$ cat config.mk
export PLATFORM = sky130hd
export DESIGN_NAME = sum_accumulator_flat
export DESIGN_NICKNAME = d
export VERILOG_FILES = /design/src/rtl/sum_accumulator_pkg.sv /design/src/rtl/sum_accumulator_if.sv /design/src/rtl/n_bitadder.sv /design/src/rtl/sum_accumulator.sv /design/src/flat_wrapper.sv
export SDC_FILE = /design/constraint.sdc
export NUM_CORES = 1
export LEC_CHECK = 0
export CAP_MARGIN = 0
export CORE_ASPECT_RATIO = 0.8
export CORE_UTILIZATION = 53
export DETAILED_ROUTE_END_ITERATION = 10
export GPL_ROUTABILITY_DRIVEN = 0
export HOLD_SLACK_MARGIN = 0.06
export PLACE_DENSITY = 0.81
export SETUP_SLACK_MARGIN = 0.1
export SYNTH_ARGS = -nofsm -noshare
export SYNTH_HDL_FRONTEND = slang
export SYNTH_HIERARCHICAL = 1
export SYNTH_SLANG_ARGS = --single-unit
$ cat constraint.sdc
create_clock -name clk -period 5.4 [get_ports clk]
set_clock_uncertainty 0.2 [all_clocks]
set_input_delay 1.08 -clock clk [delete_from_list [all_inputs] [get_ports clk]]
set_output_delay 1.08 -clock clk [all_outputs]
set_load 0.1 [all_outputs]
$ cat src/rtl/sum_accumulator_pkg.sv
// Shared constants and state encoding for the stream-fed sum accumulator.
package sum_accumulator_pkg;

  localparam int   DATA_W   = 32;
  localparam logic ST_ACCUM = 1'b0;
  localparam logic ST_HOLD  = 1'b1;

  typedef enum logic {
    S_ACCUM = ST_ACCUM,
    S_HOLD  = ST_HOLD
  } acc_state_t;

endpackage

$ cat src/rtl/sum_accumulator_if.sv
// Operand stream in, result bundle out; slave is the accumulator side.
interface sum_accumulator_if
  import sum_accumulator_pkg::*;
#(
  parameter int CNT_W = 8
);

  logic              in_valid;
  logic              in_ready;
  logic [DATA_W-1:0] in_data;
  logic              in_last;
  logic              out_valid;
  logic              out_ready;
  logic [DATA_W-1:0] out_sum;
  logic [CNT_W-1:0]  out_count;
  logic              out_carry;

  modport master (
    output in_valid, in_data, in_last, out_ready,
    input  in_ready, out_valid, out_sum, out_count, out_carry
  );

  modport slave (
    input  in_valid, in_data, in_last, out_ready,
    output in_ready, out_valid, out_sum, out_count, out_carry
  );

endinterface

$ cat src/rtl/n_bitadder.sv
// Plain N-bit combinational adder; the carry-out is recovered by the caller.
module n_bitadder
  import sum_accumulator_pkg::*;
#(
  parameter int N = DATA_W
) (
  input  logic [N-1:0] input1,
  input  logic [N-1:0] input2,
  output logic [N-1:0] answer
);

  assign answer = input1 + input2;

endmodule

$ cat src/rtl/sum_accumulator.sv
// Sums each in_last-terminated operand group and holds the result until taken.
//
//   state   | meaning
//   S_ACCUM | accepting beats, folding each into acc/cnt/cry
//   S_HOLD  | result presented on out_*, input stalled until out_ready
module sum_accumulator
  import sum_accumulator_pkg::*;
#(
  parameter int CNT_W = 8
) (
  input  logic                clk,
  input  logic                rst,
  sum_accumulator_if.slave    bus
);

  localparam logic [CNT_W-1:0] CNT_ONE = {{(CNT_W-1){1'b0}}, 1'b1};

  acc_state_t        state;
  acc_state_t        state_nxt;
  logic [DATA_W-1:0] acc;
  logic [DATA_W-1:0] answer;
  logic [CNT_W-1:0]  cnt;
  logic              cry;
  logic              carry;
  logic              accum_rdy;
  logic              hold_vld;
  logic              beat_take;
  logic              res_take;

  n_bitadder #(
    .N (DATA_W)
  ) u_adder (
    .input1 (acc),
    .input2 (bus.in_data),
    .answer (answer)
  );

  // Unsigned wrap of the sum below the old value means bit 31 carried out.
  assign carry = (answer < acc);

  always_ff @(posedge clk or posedge rst) begin
    if (rst) begin
      state <= S_ACCUM;
    end else begin
      state <= state_nxt;
    end
  end

  always_comb begin
    state_nxt = state;
    accum_rdy = 1'b0;
    hold_vld  = 1'b0;
    case (state)
      S_ACCUM: begin
        accum_rdy = 1'b1;
        if (bus.in_valid && bus.in_last) begin
          state_nxt = S_HOLD;
        end
      end
      S_HOLD: begin
        hold_vld = 1'b1;
        if (bus.out_ready) begin
          state_nxt = S_ACCUM;
        end
      end
      default: state_nxt = S_ACCUM;
    endcase
  end

  assign beat_take = accum_rdy & bus.in_valid;
  assign res_take  = hold_vld & bus.out_ready;

  // The result handshake only clears; a new group starts on the following cycle.
  always_ff @(posedge clk or posedge rst) begin
    if (rst) begin
      acc <= '0;
      cnt <= '0;
      cry <= 1'b0;
    end else if (res_take) begin
      acc <= '0;
      cnt <= '0;
      cry <= 1'b0;
    end else if (beat_take) begin
      acc <= answer;
      cnt <= (&cnt) ? cnt : cnt + CNT_ONE;
      cry <= cry | carry;
    end
  end

  assign bus.in_ready  = accum_rdy & ~rst;
  assign bus.out_valid = hold_vld;
  assign bus.out_sum   = acc;
  assign bus.out_count = cnt;
  assign bus.out_carry = cry;

endmodule

$ cat src/flat_wrapper.sv
// flat-port wrapper written by rule: the top's interface ports become plain ports
module sum_accumulator_flat import sum_accumulator_pkg::*;
#(
  parameter int CNT_W = 8
)
  (clk, rst, bus_in_valid, bus_in_data, bus_in_last, bus_out_ready, bus_in_ready, bus_out_valid, bus_out_sum, bus_out_count, bus_out_carry);
  sum_accumulator_if #(.CNT_W(CNT_W)) bus_i ();
  input  logic clk;
  input  logic rst;
  input wire logic [$bits(bus_i.in_valid)-1:0] bus_in_valid;
  input wire logic [$bits(bus_i.in_data)-1:0] bus_in_data;
  input wire logic [$bits(bus_i.in_last)-1:0] bus_in_last;
  input wire logic [$bits(bus_i.out_ready)-1:0] bus_out_ready;
  output wire logic [$bits(bus_i.in_ready)-1:0] bus_in_ready;
  output wire logic [$bits(bus_i.out_valid)-1:0] bus_out_valid;
  output wire logic [$bits(bus_i.out_sum)-1:0] bus_out_sum;
  output wire logic [$bits(bus_i.out_count)-1:0] bus_out_count;
  output wire logic [$bits(bus_i.out_carry)-1:0] bus_out_carry;
  assign bus_i.in_valid = bus_in_valid;
  assign bus_i.in_data = bus_in_data;
  assign bus_i.in_last = bus_in_last;
  assign bus_i.out_ready = bus_out_ready;
  assign bus_in_ready = bus_i.in_ready;
  assign bus_out_valid = bus_i.out_valid;
  assign bus_out_sum = bus_i.out_sum;
  assign bus_out_count = bus_i.out_count;
  assign bus_out_carry = bus_i.out_carry;
  sum_accumulator #(.CNT_W(CNT_W)) u_core (.clk(clk), .rst(rst), .bus(bus_i));
endmodule
==> impl_metrics.json <==
{
  "seq_area_sq_mm": 0.00105,
  "hold_end": "u_core/bus.out_count[7]",
  "insertedDiodeCount": 0,
  "cts.htree.levels": 2,
  "coreArea_sq_mm": 0.00750,
  "cap_viol_max_count": 0,
  "die_h_microns": 81.1,
  "drtIter0Drc": 208,
  "die_area_sq_mm": 0.00817,
  "rsz0062_at_grt": "false",
  "synth_edf_count": 0,
  "hold_start": "u_core/bus.out_count[7]",
  "fin_tns_setup_ps": 0,
  "routedWlPerCell_microns": 16.6,
  "totalWireLength_microns": 10900,
  "synthCells": 478,
  "cp_cell_sequence": "clkdlybuf4s50_1 > ha_1 > a211oi_1 > o21ai_0 > o311ai_1 > o21ai_0 > a311oi_1 > o21bai_1 > xor2_1 > ha_1 > nand2_1 > nor4_2 > o21ai_0 > a221oi_1 > a41oi_2",
  "drive_above_1_share": 0.0491,
  "syn2layout_area_growth_pct": 24.0,
  "io_pins": 80,
  "slowest_stage": "o311ai_1",
  "post-cts-setup-buffer-count": 0,
  "drtAntennaViolNets": 0,
  "crit_path_start_kind": "primary input",
  "worstMarginPinSlew_ps": 990,
  "synth_nets": 579,
  "crit_start": "bus_in_data[21]",
  "cp_slowest_stage_delay_ps": 470,
  "slew_headroom": 0.338,
  "r2r_cells": 14,
  "hpwl_microns": 8260,
  "setup_viol": 0,
  "syn-cell-area_sq_mm": 0.00414,
  "numPortBuffers": 79,
  "hold_viol_final": 0,
  "max-clock-path-buffers": 2,
  "synth.distinct_cells": 58,
  "ys_seq_area_frac": 0.254,
  "r2r-start": "u_core/bus.out_sum[21]",
  "clock_sinks": 42,
  "cp_max_fo": 8,
  "grt_pass1_wl_microns": 17800,
  "clk_pin_slew_ps": 90,
  "r2r-end": "u_core/bus.out_carry",
  "timing.fmax_mhz": 204,
  "antenna_found_initial": 0,
  "multi_input_area_sq_mm": 0.00287,
  "synth-main-ff-cell": "dfrtp_1",
  "async_flop_share": 1.00,
  "die_x_microns": 101,
  "crit_path_frequent_cell": "o21ai_0",
  "endpoint_kind": "register",
  "vias": 3958,
  "synth_seq_cells": 42,
  "critPathArrivalTime_ps": 4870,
  "period_needed_ps": 4890,
  "row_count": 28,
  "hold_depth": 1,
  "slew_violations": 0,
  "cts_buffers": 5,
  "grt_overflow": 0,
  "n_fill_cell": 629,
  "grt_max_degree": 43,
  "cts_tree": "built",
  "period_share": 0.906,
  "start_util": 0.552,
  "dr.pass1.iters": 5,
  "vias_per_cell": 6.04,
  "worstSetupPathType": "primary input to register",
  "critPathRequiredTime_ps": 5380,
  "regToRegSetupSlack_ps": 1250,
  "clock-root-buffer": "clkbuf_8",
  "grt.total_usage": 0.274,
  "route.detailed.drc": 0,
  "grt_pass1_vias": 3718,
  "nets": 650,
  "hold_class": "register to register",
  "syn_area_per_cell_sq_um": 8.66,
  "ys_warn_count": 6,
  "insertion_delay_ps": 310,
  "status": "complete, no violations"
}
==> through the flow <==
stage | utilization | setup slack (ps) | hold WS (ps) | std cells | area (sq um)
CTS | 0.684 | 452 | 348 | 655 | 5130
floorplan | - | 963 | 799 | 478 | 4140
global route | 0.685 | 159 | 375 | 655 | 5140
finish | 0.685 | 506 | 343 | 655 | 5140
detailed placement | 0.670 | 165 | 333 | 647 | 5020
global placement | 0.670 | 395 | 300 | 647 | 5020
==> worst max-delay path: cells and delay by family <==
family,cells,cell delay [ps]
AO/OA/AOI/OAI,9,2110
adder cells (fa/ha/maj),2,680
AND/OR/NAND/NOR,2,440
buffers and inverters,1,400
XOR/XNOR,1,170
==> synth_stat cells, types with 2 or more instances <==
cell type | instances | share of area
nand2b_1 | 3 | 0.0045
buf_2 | 6 | 0.0073
a22o_1 | 33 | 0.070
a221oi_1 | 2 | 0.0042
dfrtp_1 | 42 | 0.25
xnor2_1 | 16 | 0.034
nand2_1 | 34 | 0.031
o311ai_1 | 2 | 0.0042
nor3_1 | 7 | 0.0085
clkbuf_1 | 11 | 0.010
or2_2 | 3 | 0.0045
nand4_1 | 10 | 0.015
buf_1 | 2 | 0.0018
ha_1 | 63 | 0.19
a31oi_1 | 3 | 0.0045
o21ai_0 | 23 | 0.028
inv_1 | 41 | 0.037
a21o_1 | 19 | 0.034
and2_1 | 2 | 0.0030
and4_1 | 4 | 0.0085
xor2_1 | 16 | 0.034
o221ai_1 | 2 | 0.0042
mux2i_1 | 2 | 0.0048
a2111oi_0 | 2 | 0.0042
nor4_1 | 2 | 0.0030
a21oi_1 | 41 | 0.050
o211ai_1 | 4 | 0.0073
nor2_1 | 24 | 0.022
o21bai_1 | 4 | 0.0073
o21a_1 | 3 | 0.0054
o21ai_1 | 2 | 0.0024
o21ai_2 | 2 | 0.0042
nor2b_1 | 2 | 0.0030
a211oi_1 | 6 | 0.011
nand3_1 | 15 | 0.018
or3_1 | 2 | 0.0030
a311oi_1 | 2 | 0.0042
==> registers in the layout (all words and copies together) (netlist names) <==
register              count
u_core/bus.out_carry      1
u_core/bus.out_count      8
u_core/bus.out_sum       32
u_core/state              1
==> worst max path at each step <==
stage	end	slack, ps	cells after the start
6_report	u_core/bus.out_carry	510	15
2_1_floorplan	u_core/bus.out_carry	960	15
3_5_place_dp	u_core/bus.out_carry	170	16
5_1_grt	u_core/bus.out_carry	160	15
3_3_place_gp	u_core/bus.out_carry	400	16
4_1_cts	u_core/bus.out_carry	450	15
==> cells by family (layout without fill, tap and decap cells) <==
| group | after synthesis | after routing | share of synthesized area |
|---|---|---|---|
| AOI/OAI and AO/OA | 165 | 165 | 0.289 |
| xor gates and xnor gates | 32 | 32 | 0.0677 |
| adders and majority gates | 64 | 64 | 0.195 |
| buffers and inverters | 60 | 132 | 0.0562 |
| DFF | 42 | 42 | 0.254 |
| muxes | 2 | 2 | 0.00483 |
| and+or+nand+nor | 113 | 113 | 0.133 |
==> layout make-up <==
type	count	area share
Tap cell	105	0.0256
Sequential cell	42	0.205
Clock inverter	2	0.00731
Inverter	41	0.0300
Clock buffer	6	0.0141
Multi-Input combinational cell	376	0.559
Timing Repair Buffer	83	0.160
==> cells in the final DEF, fill, tap and decap left out, types with 5 or more instances in the layout <==
cell and count:
clkdlybuf4s50_1 79, ha_1 63, dfrtp_1 42, a21oi_1 41
inv_1 41, nand2_1 34, a22o_1 33, nor2_1 23
o21ai_0 23, a21o_1 19, xor2_1 16, xnor2_1 16
nand3_1 15, nand4_1 10, nor3_1 7, a211oi_1 6
clkbuf_8 5
==> metal layers <==
metal | vias up | global-route usage | routed length (microns)
li1 | 1917 | - | -
met1 | 1891 | 0.385 | 5160
met2 | 135 | 0.446 | 4990
met3 | 15 | 0.0448 | 639
met4 | 0 | 0.0565 | 110
met5 | - | 0 | 0
==> timing repair <==
item	CTS	global route
endpoints found under the setup margin	0	1
resized for setup	0	1
hold buffers	0	0
Power is not shown: default switching activity piles up to over one toggle a cycle in this logic, so the estimate is an artifact.
